$ cat config.mk
export PLATFORM = sky130hd
export DESIGN_NAME = pulse_generator_flat
export DESIGN_NICKNAME = d
export VERILOG_FILES = /design/src/rtl/pulse_generator_if.sv /design/src/rtl/pulse_generator.sv /design/src/flat_wrapper.sv
export SDC_FILE = /design/constraint.sdc
export NUM_CORES = 1
export LEC_CHECK = 0
export ABC_AREA = 1
export BUFFER_PORTS_ARGS = -buffer_cell sky130_fd_sc_hd__buf_2
export CAP_MARGIN = 40
export CORE_ASPECT_RATIO = 0.8
export CORE_UTILIZATION = 40
export DETAILED_ROUTE_END_ITERATION = 10
export PLACE_DENSITY = 0.58
export SLEW_MARGIN = 20
export SYNTH_ARGS = -nofsm -noshare
export SYNTH_HDL_FRONTEND = slang
export SYNTH_SLANG_ARGS = --single-unit
$ cat constraint.sdc
create_clock -name clk_clk -period 8.68 [get_ports clk_clk]
set_input_delay 2.604 -clock clk_clk [delete_from_list [all_inputs] [get_ports clk_clk]]
set_output_delay 2.604 -clock clk_clk [all_outputs]
set_load 0.05 [all_outputs]
$ cat src/rtl/pulse_generator_if.sv
// Signal bundle between the HPS pulse PIO exports and the fabric pulse generator.
// The master side drives the timing words and start level; the slave side returns status.
interface pulse_generator_if #(
    parameter int unsigned CNT_W = 32
) ();
    logic             pulse_start_i;
    logic [CNT_W-1:0] pulse_delay_i;
    logic [CNT_W-1:0] pulse_width_i;
    logic [CNT_W-1:0] pulse_repetition_i;
    logic             pulse_o;
    logic             busy_o;
    logic [CNT_W-1:0] pulse_count_o;

    modport master (
        output pulse_start_i,
        output pulse_delay_i,
        output pulse_width_i,
        output pulse_repetition_i,
        input  pulse_o,
        input  busy_o,
        input  pulse_count_o
    );

    modport slave (
        input  pulse_start_i,
        input  pulse_delay_i,
        input  pulse_width_i,
        input  pulse_repetition_i,
        output pulse_o,
        output busy_o,
        output pulse_count_o
    );
endinterface

$ cat src/rtl/pulse_generator.sv
// Turns HPS-written delay/width/repetition words into a cycle-accurate pulse train.
// Define PULSE_GEN_START_SYNC_EN to pass the start level through a 2-flop synchronizer.
module pulse_generator #(
    parameter int unsigned CNT_W = 32
) (
    input logic              clk_clk,
    input logic              reset_reset,
    pulse_generator_if.slave bus
);

    typedef enum logic [2:0] {
        StIdle,
        StDelay,
        StHigh,
        StLow,
        StHold
    } state_e;

    localparam logic [CNT_W-1:0] One = CNT_W'(1);

    state_e           state_q, state_d;
    logic [CNT_W-1:0] cnt_q, cnt_d;
    logic [CNT_W-1:0] width_q, width_d;
    logic [CNT_W-1:0] low_len_q, low_len_d;
    logic             single_q, single_d;
    logic             pulse_q, pulse_d;
    logic [CNT_W-1:0] count_q, count_d;
    logic             start_q;
    logic             start;
    logic             start_rise;
    logic [CNT_W-1:0] width_plus1;
    logic [CNT_W-1:0] period_eff;
    logic [CNT_W-1:0] count_inc;

`ifdef PULSE_GEN_START_SYNC_EN
    logic [1:0] sync_q;

    // Reset high so a start level held through reset cannot look like a fresh edge.
    always_ff @(posedge clk_clk) begin
        if (reset_reset) begin
            sync_q <= 2'b11;
        end else begin
            sync_q <= {sync_q[0], bus.pulse_start_i};
        end
    end

    assign start = sync_q[1];
`else
    assign start = bus.pulse_start_i;
`endif

    assign start_rise  = start & ~start_q;
    assign width_plus1 = (bus.pulse_width_i == '1) ? bus.pulse_width_i : bus.pulse_width_i + One;
    // Single shot never uses the LOW length, so give it a harmless non-underflowing period.
    assign period_eff  = (bus.pulse_repetition_i == '0)         ? width_plus1 :
                         (bus.pulse_repetition_i > width_plus1) ? bus.pulse_repetition_i :
                                                                  width_plus1;
    assign count_inc   = (count_q == '1) ? count_q : count_q + One;

    always_comb begin
        state_d   = state_q;
        cnt_d     = cnt_q;
        width_d   = width_q;
        low_len_d = low_len_q;
        single_d  = single_q;
        pulse_d   = pulse_q;
        count_d   = count_q;

        unique case (state_q)
            StIdle: begin
                if (start_rise && (bus.pulse_width_i != '0)) begin
                    width_d   = bus.pulse_width_i;
                    low_len_d = period_eff - bus.pulse_width_i;
                    single_d  = (bus.pulse_repetition_i == '0);
                    if (bus.pulse_delay_i == '0) begin
                        state_d = StHigh;
                        cnt_d   = bus.pulse_width_i;
                        pulse_d = 1'b1;
                        count_d = One;
                    end else begin
                        state_d = StDelay;
                        cnt_d   = bus.pulse_delay_i;
                        count_d = '0;
                    end
                end
            end
            StDelay: begin
                if (!start) begin
                    state_d = StIdle;
                end else if (cnt_q == One) begin
                    state_d = StHigh;
                    cnt_d   = width_q;
                    pulse_d = 1'b1;
                    count_d = count_inc;
                end else begin
                    cnt_d = cnt_q - One;
                end
            end
            StHigh: begin
                if (cnt_q == One) begin
                    pulse_d = 1'b0;
                    if (single_q) begin
                        state_d = StHold;
                    end else if (!start) begin
                        state_d = StIdle;
                    end else begin
                        state_d = StLow;
                        cnt_d   = low_len_q;
                    end
                end else begin
                    cnt_d = cnt_q - One;
                end
            end
            StLow: begin
                // A zero LOW length only arises when W+1 saturated; treat it as one cycle.
                if (cnt_q <= One) begin
                    if (start) begin
                        state_d = StHigh;
                        cnt_d   = width_q;
                        pulse_d = 1'b1;
                        count_d = count_inc;
                    end else begin
                        state_d = StIdle;
                    end
                end else begin
                    cnt_d = cnt_q - One;
                end
            end
            StHold: begin
                if (!start) begin
                    state_d = StIdle;
                end
            end
            default: begin
                state_d = StIdle;
                pulse_d = 1'b0;
            end
        endcase
    end

    always_ff @(posedge clk_clk) begin
        if (reset_reset) begin
            state_q   <= StIdle;
            cnt_q     <= '0;
            width_q   <= '0;
            low_len_q <= '0;
            single_q  <= 1'b0;
            pulse_q   <= 1'b0;
            count_q   <= '0;
            start_q   <= 1'b1;
        end else begin
            state_q   <= state_d;
            cnt_q     <= cnt_d;
            width_q   <= width_d;
            low_len_q <= low_len_d;
            single_q  <= single_d;
            pulse_q   <= pulse_d;
            count_q   <= count_d;
            start_q   <= start;
        end
    end

    assign bus.pulse_o       = pulse_q;
    assign bus.busy_o        = (state_q != StIdle);
    assign bus.pulse_count_o = count_q;

endmodule

$ cat src/flat_wrapper.sv
// flat-port wrapper written by rule: the top's interface ports become plain ports
module pulse_generator_flat 
#(
    parameter int unsigned CNT_W = 32
)
  (clk_clk, reset_reset, bus_pulse_start_i, bus_pulse_delay_i, bus_pulse_width_i, bus_pulse_repetition_i, bus_pulse_o, bus_busy_o, bus_pulse_count_o);
  pulse_generator_if #(.CNT_W(CNT_W)) bus_i ();
  input logic clk_clk;
  input logic reset_reset;
  input wire logic [$bits(bus_i.pulse_start_i)-1:0] bus_pulse_start_i;
  input wire logic [$bits(bus_i.pulse_delay_i)-1:0] bus_pulse_delay_i;
  input wire logic [$bits(bus_i.pulse_width_i)-1:0] bus_pulse_width_i;
  input wire logic [$bits(bus_i.pulse_repetition_i)-1:0] bus_pulse_repetition_i;
  output wire logic [$bits(bus_i.pulse_o)-1:0] bus_pulse_o;
  output wire logic [$bits(bus_i.busy_o)-1:0] bus_busy_o;
  output wire logic [$bits(bus_i.pulse_count_o)-1:0] bus_pulse_count_o;
  assign bus_i.pulse_start_i = bus_pulse_start_i;
  assign bus_i.pulse_delay_i = bus_pulse_delay_i;
  assign bus_i.pulse_width_i = bus_pulse_width_i;
  assign bus_i.pulse_repetition_i = bus_pulse_repetition_i;
  assign bus_pulse_o = bus_i.pulse_o;
  assign bus_busy_o = bus_i.busy_o;
  assign bus_pulse_count_o = bus_i.pulse_count_o;
  pulse_generator #(.CNT_W(CNT_W)) u_core (.clk_clk(clk_clk), .reset_reset(reset_reset), .bus(bus_i));
endmodule
==> results.cfg <==
[die]
die_y_um = 162
fp.dieW_um = 202
rows = 58
fp.dieArea_um2 = 32800
start_util_pct = 40.7
core_um2 = 31500
ios = 133

[synthesis]
synth_top_family_by_area = simple AND/OR/NAND/NOR gates
ys_seq_area_share_pct = 20.9
synth_common_cells = 484 x nand2_1, 279 x nor2_1, 217 x inv_1
yosysWarningCount = 0
muxShareOfSynthArea_pct = 0
syn-num-nets = 2289
synth.area.top_cells = dfxtp_1 21%, nand2_1 14%, nor2_1 8.2%, a21oi_1 7.3%, ha_1 6.6%
syn_inst = 2121
synth-edff-count = 0
netlist_area_um2 = 12800
async_flop_share_pct = 0
synth_xor_area_share_pct = 5.88
yosysTopAreaCellShare_pct = 20.9
avgSynthCellArea_um2 = 6.04
yosys.area_share.simple_pct = 36.8
synth_seq_cells = 134
yosysMostFrequentCell = nand2_1
synth_flop_cell = dfxtp_1
yosysUniqueCellTypes = 48
synthAdderAreaFrac_pct = 6.80
synth_top_area_cell = dfxtp_1
synth_compound_area_share_pct = 19.4

[setup_path]
cp_slowest_stage_delay_ps = 380
worstSetupStartpointType = input pin
cp_common_cell = nand2_1
end_kind = flip-flop
crit_type = input pin to flip-flop
worstPathArrival_ps = 8590
crit_slowest_cell = o21ai_0
worstPathRequired_ps = 9020
crit_path_max_fanout = 21

[pwr]
ir_drop_mv = 0.228
pwr-share-clk_pct = 20.5
p_int_uw = 1850
combPwrFrac_pct = 56.3
p_switching_uw = 1930
total_power_uw = 3780
power_frac_seq_pct = 23.2
power_leakage_uw = 0.00649
power_density_nw_per_um2 = 262
swShare_pct = 51.1

[finish]
syn_to_final_growth_pct = 12.6
final_nets = 2388
final_util_pct = 45.8
drive_gt1_share_pct = 11.4
num_antenna_cells = 0

[sta]
skew_ps = 13.4
min_period_over_period_pct = 95.1
rsz0062_at_grt = false
setup_viol = 0
hold_viol = 0
relSlewSlack_pct = 43.7
maxSlewViolCount = 0
worstMarginPinSlew_ps = 844
period_needed_ps = 8250
max_clock_freq_ghz = 0.121
setup_tns_ps = 0

[global_route]
grt_pass1_vias = 13600
grt-ovfl-total = 0
grt_max_degree = 56
grt_use_total_pct = 31.8
grt_pass1_wl_mm = 79.9
antenna_found_initial = 1

[placed_design]
io_buffers = 132
gp_congestion = 0.987
hpwl_mm = 41.5

[detailed_routing]
ant_nets = 0
num_vias = 14800
drc = 0
vias_per_cell = 5.58
drt_pass1_iterations = 6
routedWlPerCell_um = 19.7
dr.first_iter.drc_count = 1573
wl_mm = 52.2

[clocking]
numCtsBuffers = 17
cts-hold-fix-buffers = 0
htree_levels = 4
cts_tree = done
cts_buffer_depth = 2
cts_root_buf = clkbuf_16
clock_latency_ps = 440
clkTransAtPathRegs_ps = 60
cts_sinks = 134

[outcome]
status = completed

[flow_run]
maxCapViolations = 0

[worst_hold_path]
min_path_type = flip-flop to flip-flop
==> routing by layer <==
metal  wire, um  track usage [%]
met1      24300             45.8
met2      21500             46.8
met3       4870             6.68
met4       1530             10.2
met5         11                0
==> through the flow <==
stage          cell area, um2  hold WS [ps]  setup slack [ps]  std cells
3_3_place_gp            13800           454               353       2618
2_1_floorplan           12800           440              1480       2121
5_1_grt                 14400           495              43.0       2653
4_1_cts                 14400           470               577       2653
3_5_place_dp            13800           461               133       2621
6_report                14400           471               426       2653
==> power groups by stage <==
stage	Combinational [uW]	Clock [uW]	Sequential [uW]
6_report	2130	776	877
3_5_place_dp	2080	0	885
5_1_grt	2360	807	892
4_1_cts	2090	783	873
3_3_place_gp	2040	0	882
2_1_floorplan	1580	0	862
==> worst max-delay path: cells and delay by family <==
kind | cells | cell delay [ps]
buffers and inverters | 6 | 720
AO/OA/AOI/OAI | 4 | 1160
AND/OR/NAND/NOR | 21 | 2990
adder cells (fa/ha/maj) | 3 | 900
XOR/XNOR | 1 | 180
==> cell families after synthesis <==
logic type | after synthesis
simple gates | 1077
compound gates | 441
buf+inv | 314
flops | 134
xor+xnor | 86
fa+ha+maj | 69
==> worst paths after layout <==
| check | from | end | slack [ps] | cells past startpoint |
|---|---|---|---|---|
| setup / recovery | bus_pulse_width_i[0] | u_core.low_len_q[31] | 430 | 35 |
| hold / removal | u_core.width_q[19] | u_core.width_q[19] | 470 | 2 |
| setup reg to reg | u_core.cnt_q[0] | u_core.bus.pulse_count_o[26] | 5310 | 14 |
| hold reg to reg | u_core.width_q[19] | u_core.width_q[19] | 470 | 2 |
==> cell type report <==
type	count	area, um2
flip-flops and latches	134	2680
repair buffers	156	872
clock inverters	11	149
inverters	238	896
well taps	420	526
clock buffers	21	470
multi-input cells	1673	8830
fillers	3483	17100
==> cell usage in the layout (no fill, tap or decap), drive strengths merged, types with 5 or more instances in the layout <==
cell type  count
o21a          28
or2            5
xor2          64
xnor2         22
a21oi        190
nor3          55
clkinvlp       6
nand3b        10
buf          156
nor4          15
o211ai        60
clkinv         5
a21o           6
o21ai        149
nand2        492
nand4         32
inv          235
ha            68
nand3        162
nor2         300
dfxtp        134
clkbuf        21
==> registers in the layout (all words and copies together) (netlist names) <==
signal and count:
u_core.low_len_q 32, u_core.start_q 1, u_core.bus.pulse_o 1, u_core.cnt_q 32, u_core.state_q 3, u_core.bus.pulse_count_o 32, u_core.width_q 32, u_core.single_q 1
==> timing repair <==
| item | in CTS | in global routing |
|---|---|---|
| endpoints found under the setup margin | 0 | 6 |
| setup buffers | 0 | 0 |
| resized for setup | 0 | 4 |
Note: power is estimated with default switching activity, not from simulation.
